## src/rtl/microstep_executor.sv

```systemverilog
// microstep_executor: registers a datapath control word from the sequencer's microstep
// code and gates the sequencer run-enable around memory steps. Optional: SINGLE_STEP_EN.
module microstep_executor #(
    parameter int unsigned SM_SIG_LEN  = 6,
    parameter int unsigned CTRL_W      = 8,
    parameter int unsigned MEM_TIMEOUT = 15
) (
    input  logic                  clk,
    input  logic                  reset,
    input  logic [SM_SIG_LEN-1:0] smInput,
    input  logic                  go,
    input  logic                  mem_ready,
    input  logic                  alu_z,
`ifdef SINGLE_STEP_EN
    input  logic                  step,
`endif
    output logic                  start,
    output logic                  mem_req,
    output logic                  mem_we,
    output logic [CTRL_W-1:0]     ctrl,
    output logic                  z_out,
    output logic                  halted,
    output logic                  err
);

    localparam int unsigned CNT_W    = 4;
    localparam int unsigned CODE_WR  = 11;
    localparam int unsigned CODE_END = 57;

    typedef enum logic [1:0] {
        S_IDLE,
        S_RUN,
        S_MEM_WAIT,
        S_HALT
    } state_t;

    state_t             state_q, state_d;
    logic [CNT_W-1:0]   cnt_q, cnt_d;
    logic               mem_done_q, mem_done_d;
    logic               mem_req_d, mem_we_d, err_d, z_d;
    logic [CTRL_W-1:0]  ctrl_d;
    logic [7:0]         tbl;
    logic               is_mem, is_alu, step_ok;
    int unsigned        code;

`ifdef SINGLE_STEP_EN
    // One grant per rising edge of step, consumed by the next advancing cycle
    logic step_q, grant_q;

    always_ff @(posedge clk) begin
        if (reset) begin
            step_q  <= 1'b0;
            grant_q <= 1'b0;
        end else begin
            step_q  <= step;
            grant_q <= (grant_q && !start) || (step && !step_q);
        end
    end

    assign step_ok = grant_q;
`else
    assign step_ok = 1'b1;
`endif

    // Microstep decode: memory class, ALU class and the control-word table
    always_comb begin
        code   = 32'(smInput);
        is_mem = code inside {2, 6, 10, 11};
        is_alu = code inside {[41:51]};
        tbl    = '0;
        tbl[0] = code inside {1, 4, 8};
        tbl[1] = code inside {2, 6, 10};
        tbl[2] = (code == 3);
        tbl[3] = code inside {3, 5, 9};
        tbl[4] = code inside {7, 13, 15, 17};
        tbl[5] = (code == CODE_WR);
        tbl[6] = is_alu;
        tbl[7] = is_alu;
    end

    // Next-state and run-enable
    always_comb begin
        state_d    = state_q;
        start      = 1'b0;
        mem_req_d  = 1'b0;
        mem_we_d   = 1'b0;
        cnt_d      = cnt_q;
        err_d      = err;
        mem_done_d = mem_done_q;

        case (state_q)
            S_IDLE: begin
                if (go) state_d = S_RUN;
            end
            S_RUN: begin
                if (is_mem && !mem_done_q) begin
                    state_d   = S_MEM_WAIT;
                    mem_req_d = 1'b1;
                    mem_we_d  = (code == CODE_WR);
                    cnt_d     = '0;
                end else if (step_ok) begin
                    start = 1'b1;
                    if (code == CODE_END) state_d = S_HALT;
                end
            end
            S_MEM_WAIT: begin
                cnt_d = cnt_q + CNT_W'(1);
                if (mem_ready) begin
                    mem_done_d = 1'b1;
                    state_d    = S_RUN;
                end else if (cnt_q == CNT_W'(MEM_TIMEOUT - 1)) begin
                    err_d   = 1'b1;
                    state_d = S_HALT;
                end
            end
            S_HALT: begin
                if (go) state_d = S_RUN;
            end
            default: state_d = S_IDLE;
        endcase

        if (reset) start = 1'b0;
        // An advancing step retires any completed memory access
        if (start) mem_done_d = 1'b0;

        ctrl_d = start ? CTRL_W'(tbl) : '0;
        z_d    = (start && is_alu) ? alu_z : z_out;
    end

    always_ff @(posedge clk) begin
        if (reset) begin
            state_q    <= S_IDLE;
            cnt_q      <= '0;
            mem_done_q <= 1'b0;
            mem_req    <= 1'b0;
            mem_we     <= 1'b0;
            ctrl       <= '0;
            z_out      <= 1'b0;
            halted     <= 1'b0;
            err        <= 1'b0;
        end else begin
            state_q    <= state_d;
            cnt_q      <= cnt_d;
            mem_done_q <= mem_done_d;
            mem_req    <= mem_req_d;
            mem_we     <= mem_we_d;
            ctrl       <= ctrl_d;
            z_out      <= z_d;
            halted     <= (state_d == S_HALT);
            err        <= err_d;
        end
    end

endmodule

```

## config.mk

```make
export PLATFORM = sky130hd
export DESIGN_NAME = microstep_executor
export DESIGN_NICKNAME = d
export VERILOG_FILES = /design/src/rtl/microstep_executor.sv
export SDC_FILE = /design/constraint.sdc
export NUM_CORES = 1
export LEC_CHECK = 0
export ABC_CLOCK_PERIOD_IN_PS = 1520
export BUFFER_PORTS_ARGS = -buffer_cell sky130_fd_sc_hd__buf_2
export CORE_MARGIN = 3
export CORE_UTILIZATION = 36
export CTS_CLUSTER_SIZE = 16
export DETAILED_ROUTE_END_ITERATION = 10
export SYNTH_ARGS = -nofsm -noshare
export SYNTH_HDL_FRONTEND = slang
export SYNTH_SLANG_ARGS = --single-unit
```

## constraint.sdc

```tcl
create_clock -name clk -period 1.52 [get_ports clk]
set_clock_uncertainty 0.15 [all_clocks]
set_input_delay 0.152 -clock clk [delete_from_list [all_inputs] [get_ports clk]]
set_output_delay 0.152 -clock clk [all_outputs]
set_load 0.02 [all_outputs]
```

==> results of run 1 <==
## Yosys cell counts, drive strengths merged
cell type  count
nor2b          3
o32a           1
or4            1
o22ai          2
a31o           1
a31oi          2
a21boi         1
xor2           2
nand4b         2
nor3           2
o311ai         1
mux2i          1
dfxtp         19
and4           2
and4b          1
o21ai          7
nand2          7
a22oi          1
buf            7
inv            9
nand4          2
ha             5
or2            1
o211ai         1
mux2           1
o32ai          2
nand2b         3
o311a          1
nor3b          2
nor2           8
nor4b          1
nand3          4
and3           2
a21oi          5
or3            1
o2111a         1
nand3b         2
## cell usage in the layout, fill, tap and decap left out, types with 3 or more instances in the layout
cell type  count
nor2_1         6
nor2b_1        3
buf_4         19
a21oi_1        4
clkbuf_4       3
buf_6          6
buf_2         23
nand2_1        6
o21ai_0        4
inv_1          7
dfxtp_1       15
nand3_1        4
ha_1           3
## flip-flops by register name, summed over array words and instances (netlist names)
name / count
state_q: 2
z_out: 1
halted: 1
mem_done_q: 1
err: 1
mem_we: 1
cnt_q: 4
mem_req: 1
ctrl: 7
## logic make-up (layout without fill, tap and decap cells)
| logic type | Yosys count | count (layout) | share of synthesized area |
|---|---|---|---|
| AO/OA/AOI/OAI | 26 | 26 | 0.176 |
| XOR/XNOR | 2 | 2 | 0.0173 |
| adder cells (fa/ha/maj) | 5 | 5 | 0.0617 |
| buffers and inverters | 16 | 62 | 0.0789 |
| flip-flops | 19 | 19 | 0.375 |
| multiplexers | 2 | 2 | 0.0247 |
| AND/OR/NAND/NOR | 44 | 44 | 0.266 |
## layer usage
metal  up-vias  GRT usage
li1        500          -
met1       476      0.209
met2        26      0.274
met3         6     0.0283
met4         0     0.0485
met5         -          0
## power breakdown
part / leakage [nW] / switching (mW) / internal, mW
Combinational: 0.468 / 0.435 / 0.481
Sequential: 0.156 / 0.0439 / 0.553
Clock: 0.0150 / 0.172 / 0.102
## stage by stage
stage / std cells / hold slack, ps
global placement: 178 / 230
finish: 190 / 28.1
CTS: 188 / 10.8
floorplan: 114 / 148
detailed placement: 178 / 242
global route: 190 / 41.4
## tightest hold or removal path, cell delays in order
cell	delay (ps)
buf_2	130
a21oi_1	120
nor3_1	50
## cell type report
class / count / area share
Clock buffer: 4 / 0.0176
Inverter: 9 / 0.0243
Multi-Input combinational cell: 79 / 0.447
Sequential cell: 19 / 0.261
Tap cell: 30 / 0.0251
Timing Repair Buffer: 49 / 0.224
## path summary, 6_finish.rpt
path	start	endpoint	slack, ps	cells past startpoint
min reg2reg	err$_SDFFE_PP0P_	err$_SDFFE_PP0P_	310	2
min	mem_ready	mem_done_q$_SDFFE_PP0P_	30	3
max	state_q[1]$_SDFF_PP0_	start	-100	6
max reg2reg	mem_done_q$_SDFFE_PP0P_	cnt_q[3]$_SDFFE_PP0P_	-90	5
## repair_timing
item / 4_1_cts / 5_1_grt
gates resized for setup: 14 / 23
pin swaps: 5 / 5
buffers inserted: 5 / 2
hold endpoints to repair: 1 / 0
hold buffers: 1 / 0
endpoints found under the setup margin: 7 / 14
==> impl_results.md, run 1 <==
- Worst Tran Pin Value: 529 ps
- Sink Count: 19
- Die area: 3490 um^2
- Clock Latency Late Sink: 300 ps
- Worst vdd ir: 0.786 mV
- Starting DRT DRC Count: 22
- Row cnt: 18
- Top cell by count, worst path: buf_6
- Unrepaired setup endpoints after global routing: yes
- LEAKAGE: 0.638 nW
- Crit-path slowest cell: dfxtp_4
- Crit end category: output port
- Synth top area share: 0.375
- Clock Path Buffers: 2
- Ant diodes: 0
- First-pass DRT Iterations: 4
- Port-buffer cells: 24
- Top cell family by delay on the critical path: flip-flops
- Total track usage: 0.162
- Buffers and inverters on the worst path: 3
- Dpl hpwl: 1860 um
- Avg Cell Area, Syn: 8.90 um^2
- Wl on met1: 1220 um
- Critical Path RT: 1220 ps
- TritonCTS clock tree: yes
- TNS Setup: -317 ps
- Worst-path clk slew: 120 ps
- Core Util, Final: 0.582
- CP Cell Sequence: inv_4 > ha_4 > nand2b_4 > buf_6 > a21oi_4 > buf_6
- Vias/cell: 5.31
- Period minus WS final: 1620 ps
- Cts bufs inserted: 3
- Post-Syn Area: 1010 um^2
- Number of fill cells: 236
- Total of max-cap violations: 0
- Layout cells sized above 1: 0.506
- Syn nets: 130
- Drt drc: 0
- Via count: 1008
- Initial core utilization: 0.395
- Sequential cell area: 390 um^2
- Rel. slew slack: 0.641
- RePlAce Congestion: 0.849
- CP max FO: 2
- Fin crit share: 1.07
- Yosys cell types: 40
- Synth Instances: 114
- Area grow syn2layout: 47.2%
- Core area: 2570 um^2
- Number of global-route vias before repair: 965
- DR top layer: met4
- First-pass GRT wire length: 4310 um
- Crit Path Category: reg -> out
- Leading area contributor after synthesis: dfxtp_1
- Final Hold Vio Count: 0
- CP arrival: 1320 ps
- Footprint of the multi-input gates: 668 um^2
- Synth area leaders: dfxtp_1 37%, ha_1 6.2%, o21ai_0 3.5%
- Post-DP Area: 1270 um^2
- Met2 routed WL: 1300 um
- Final net count: 177
- Die Ht: 59.1 um
- Hold Path Class: in -> reg
- Failing checks: setup timing
- Io pins: 25
- Fin worst setup slack: -102 ps
- Outcome: finished, violations left
- Pwr per Cell Area: 1200 nW/um^2
- Final instance area: 1490 um^2
- Sequential area share after synthesis: 0.375
- Overflow after GRT: 0
- Fmax achieved: 616 MHz
- #FFs+latches synth: 19
- DIE WIDTH: 59.1 um
- Pin count of the biggest net entering global routing: 12
- H-tree depth: 1
- Final Max Tran Viols: 0
- Antenna violations before repair: 0
- Antenna Nets Post-Route: 0
- Crit start category: register
- Final WL: 2680 um
- Wirelength per Cell: 14.1 um
- Met3 WL: 113 um
- Post-place setup slack: -52.6 ps
- Total power: 1.79 mW
- Clock root buffer: clkbuf_4
- Max incr delay on CP: 370 ps
- Final Setup Violations: 4
- YS warnings: 0
(Power assumes the default switching activity.)
==> inputs of run 2 (changes only) <==
- ABC_CLOCK_PERIOD_IN_PS: 1520 -> default
- SLEW_MARGIN: default -> 20
- clock period: 1.52 -> 1.6 ns (I/O delays scaled with it)
==> run 2 against run 1 <==
  * The run still ends with setup timing left
  * Sequential share of layout area increased by 1.5 points
  * Clock power decreased by 9.9%
  * Total power fell by 13%
  * Critical path depth did not move
  * Sequential cell count stayed put
  * Register-to-register slack improved by 50 ps
  * Cell area fell by 6.3%
  * Worst hold slack worse by 15 ps
  * Setup slack improved by 61 ps
  * First-iteration DRC count grew 86%
  * Non-clock buffer count down 5
  * Final cell count fell by 2.6%
  * Critical path type is now reg -> reg
  * Largest power group unchanged
==> impl_results.md, run 2 (synthesis gave the netlist of run 1 again) <==
- Layout cells sized above 1: 0.439
- Worst-path clk slew: 110 ps
- Final Hold Vio Count: 0
- Outcome: finished, violations left
- Top cell by count, worst path: buf_6
- Crit-path slowest cell: or4_4
- Fin worst setup slack: -40.9 ps
- Crit Path Category: reg -> reg
- Hold Path Class: in -> reg
- Worst Tran Pin Value: 425 ps
- Final net count: 172
- CP max FO: 4
- Number of fill cells: 249
- Pwr per Cell Area: 1110 nW/um^2
- Fin crit share: 1.03
- DIE WIDTH: 59.1 um
- Final instance area: 1400 um^2
- Antenna violations before repair: 0
- Total track usage: 0.153
- Placed Cells: 176
- Clock Latency Late Sink: 300 ps
- Critical Path RT: 1660 ps
- Post-DP Area: 1240 um^2
- H-tree depth: 1
- Cts bufs inserted: 3
- Starting DRT DRC Count: 41
- Die Ht: 59.1 um
- First-pass DRT Iterations: 5
- Rel. slew slack: 0.711
- Max incr delay on CP: 440 ps
- Final Max Tran Viols: 0
- Io pins: 25
- Largest register FFs: 7
- Largest registers: ctrl x7, cnt_q x4, state_q x2
- Area grow syn2layout: 38.0%
- Core area: 2570 um^2
- Period minus WS final: 1640 ps
- TritonCTS clock tree: yes
- Failing checks: setup timing
- Dpl hpwl: 1830 um
- Crit start category: register
- Clock root buffer: clkbuf_4
- First-pass GRT wire length: 4090 um
- Port-buffer cells: 24
- Most flops, register: ctrl
- Ant diodes: 0
- Sink Count: 19
- LEAKAGE: 0.607 nW
- Antenna Nets Post-Route: 0
- RePlAce Congestion: 0.754
- Wirelength per Cell: 14.0 um
- Vias/cell: 5.34
- Fmax achieved: 609 MHz
- Final non-filler cell total: 185
- Final Setup Violations: 1
- Unrepaired setup endpoints after global routing: yes
- TNS Setup: -40.9 ps
- Overflow after GRT: 0
- Drt drc: 0
- Row cnt: 18
- Top cell family by delay on the critical path: simple AND/OR/NAND/NOR gates
- Final WL: 2590 um
- Core Util, Final: 0.545
- CP Cell Sequence: buf_6 > ha_4 > buf_6 > a21boi_4 > or4_4 > o311ai_2
- Buffers and inverters on the worst path: 2
- Hold Slack: 13.5 ps
- Most frequent cells in the layout: 23 x buf_2, 16 x dfxtp_1, 16 x buf_4
- Commonest non-fill, non-tap cell in the layout: buf_2
- Total of max-cap violations: 0
- Worst vdd ir: 0.791 mV
- Via count: 988
- Crit end category: register
- Pin count of the biggest net entering global routing: 13
- CP arrival: 1700 ps
- Number of global-route vias before repair: 912
- Initial core utilization: 0.395
- Clock Path Buffers: 2
- Die area: 3490 um^2
-- run 2: final timing paths --
kind                                       startpoint                    end  slack (ps)  cells past startpoint
worst max-delay path            state_q[0]$_SDFF_PP0_  cnt_q[3]$_SDFFE_PP0P_         -40                      6
worst min-delay path                       smInput[0]     ctrl[4]$_SDFF_PP0_          10                      3
worst max register to register  state_q[0]$_SDFF_PP0_  cnt_q[3]$_SDFFE_PP0P_         -40                      6
worst min register to register       err$_SDFFE_PP0P_       err$_SDFFE_PP0P_         310                      2
-- run 2: area by class of cell --
| type | count | area (um^2) | share of cell area |
|---|---|---|---|
| clock buffers | 3 | 22.5 | 0.0161 |
| clock inverters | 1 | 5.00 | 0.00357 |
| inverters | 9 | 33.8 | 0.0241 |
| multi-input cells | 79 | 626 | 0.447 |
| flip-flops and latches | 19 | 387 | 0.276 |
| well taps | 30 | 37.5 | 0.0268 |
| repair buffers | 44 | 289 | 0.206 |
-- run 2: through the flow --
| step | worst slack (ps) | total power [mW] |
|---|---|---|
| 4_1_cts | -17.7 | 1.52 |
| 2_1_floorplan | 6.41 | 0.898 |
| 3_5_place_dp | -85.7 | 1.10 |
| 5_1_grt | -80.2 | 1.66 |
| 6_report | -40.9 | 1.56 |
| 3_3_place_gp | -9.41 | 1.08 |
-- run 2: timing repair --
item,4_1_cts,5_1_grt
endpoints found under the hold margin,3,0
pin swaps,4,6
endpoints found under the setup margin,4,6
buffers inserted,3,1
hold buffers,2,0
resized for setup,18,5
-- run 2: power breakdown --
| group | total (mW) | internal (mW) | switching, mW |
|---|---|---|---|
| logic | 0.756 | 0.397 | 0.359 |
| registers | 0.556 | 0.520 | 0.0366 |
| clock network | 0.247 | 0.0931 | 0.154 |
-- run 2: worst reg2reg max path, delay by kind of cell, from the launching register on --
kind	cells	cell delay [ps]
AOI/OAI and AO/OA	2	220
adders and majority gates	1	160
and+or+nand+nor	1	440
buffers and inverters	2	230
DFF	1	350
-- run 2: routing by layer --
layer / routed length (um) / global-route usage
met5: 0 / 0
met4: 15 / 0.0388
met3: 159 / 0.0414
met2: 1290 / 0.265
met1: 1130 / 0.187
==> inputs of run 3 (changes only) <==
- ABC_AREA: default -> 0
- PLACE_DENSITY: default -> 0.55
==> run 3 against run 2 <==
  * The flow now finishes without violations
  * Clock power about the same
  * Critical path type unchanged
  * Critical endpoint is now halted$_SDFF_PP0_
  * Largest cell class unchanged
  * Clock-buffer cell count unchanged
  * Sequential cell count did not move
  * Total power down 0.75%
==> impl_results.md, run 3 (synthesis gave the netlist of run 1 again) <==
- Critical Path RT: 1660 ps
- Clock root buffer: clkbuf_4
- Largest registers: ctrl x7, cnt_q x4, state_q x2
- Largest register FFs: 7
- Total of max-cap violations: 0
- RR Startpoint: state_q[1]$_SDFF_PP0_
- Core Util, Final: 0.550
- Port-buffer cells: 24
- Total power: 1.55 mW
- Most flops, register: ctrl
- Max incr delay on CP: 370 ps
- Area grow syn2layout: 39.2%
- CP Cell Sequence: buf_6 > ha_4 > a22oi_2 > a31oi_1 > a31o_2 > and3_1
- Total track usage: 0.156
- CP arrival: 1660 ps
- Pin count of the biggest net entering global routing: 12
- Antenna Nets Post-Route: 0
- RePlAce Congestion: 0.780
- Core area: 2570 um^2
- Fin worst setup slack: 2.51 ps
- Most frequent cells in the layout: 23 x buf_2, 18 x buf_4, 16 x dfxtp_1
- Crit Path Category: reg -> reg
- Die Ht: 59.1 um
- Starting DRT DRC Count: 14
- H-tree depth: 1
- Pwr per Cell Area: 1100 nW/um^2
- Final Max Tran Viols: 0
- First-pass DRT Iterations: 4
- TritonCTS clock tree: yes
- Vias/cell: 5.12
- CP max FO: 3
- Sink Count: 19
- LEAKAGE: 0.616 nW
- Worst Hold Launch: reset
- Io pins: 25
- Final instance area: 1410 um^2
- Clock Latency Late Sink: 300 ps
- Final Setup Violations: 0
- Final WL: 2460 um
- Clock Path Buffers: 2
- Outcome: completed
- Final Hold Vio Count: 0
- DIE WIDTH: 59.1 um
- Via count: 958
- Overflow after GRT: 0
- Die area: 3490 um^2
- Crit-path slowest cell: dfxtp_4
- Period minus WS final: 1600 ps
- Antenna violations before repair: 0
- Wirelength per Cell: 13.1 um
- Unrepaired setup endpoints after global routing: yes
- Post-DP Area: 1240 um^2
- Rel. slew slack: 0.695
- Cts bufs inserted: 3
- Final net count: 174
- Crit start category: register
- Crit end category: register
- Hold Path Class: in -> reg
- Worst-path clk slew: 110 ps
- Layout cells sized above 1: 0.433
- Buffers and inverters on the worst path: 1
- Drt drc: 0
- Worst vdd ir: 0.751 mV
- Dpl hpwl: 1750 um
- Initial core utilization: 0.395
- Number of global-route vias before repair: 960
- Row cnt: 18
- Hold Slack: 22.6 ps
- Commonest non-fill, non-tap cell in the layout: buf_2
- Post-place setup slack: -69.5 ps
- Fin crit share: 0.998
- Top cell family by delay on the critical path: compound AO/OA/AOI/OAI gates
- First-pass GRT wire length: 4200 um
- Fmax achieved: 626 MHz
- Ant diodes: 0
- Setup crit start: state_q[1]$_SDFF_PP0_
- Worst Tran Pin Value: 448 ps
==> run 3: cell types whose count changed in the layout (fill, tap and decap cells not counted), sizes merged <==
| cell | change |
|---|---|
| buf | +1 |
| dlygate4sd3 | +1 |
==> run 3: repair_timing <==
action                                  4_1_cts  5_1_grt
hold buffers                                  3        0
hold endpoints to repair                      3        0
buffers inserted                              5        1
resized for setup                            16        6
endpoints found under the setup margin        5        5
pin swaps                                     7        4
==> run 3: metal layers <==
layer	vias up	share of wire	global-route usage
li1	494	-	-
met1	444	0.47	0.199
met2	18	0.47	0.260
met3	2	0.051	0.0501
met4	0	0.0053	0.0291
met5	-	0	0
==> run 3: worst paths after layout <==
path	end	slack, ps	depth (start not counted)
worst min-delay path	err$_SDFFE_PP0P_	20	2
worst max-delay path	halted$_SDFF_PP0_	3	6
worst max register to register	halted$_SDFF_PP0_	3	6
worst min register to register	err$_SDFFE_PP0P_	300	2
==> run 3: final cells by class <==
class | count | area [um^2]
Fill cell | 248 | 1150
Multi-Input combinational cell | 79 | 619
Sequential cell | 19 | 389
Timing Repair Buffer | 46 | 303
Tap cell | 30 | 37.5
Inverter | 9 | 36.3
Clock buffer | 3 | 22.5
Clock inverter | 1 | 5.00
==> run 3: report_power, final <==
group	internal (mW)	switching (mW)
clock	0.0932	0.151
sequential	0.524	0.0357
combinational	0.393	0.350
total	1.01	0.537
==> run 3: metrics by stage <==
| stage | setup TNS, ps | std cells |
|---|---|---|
| after floorplan | 0 | 114 |
| after global placement | -22.5 | 176 |
| after detailed placement | -81.5 | 176 |
| after CTS | 0 | 186 |
| after global routing | -73.1 | 187 |
| final | 0 | 187 |
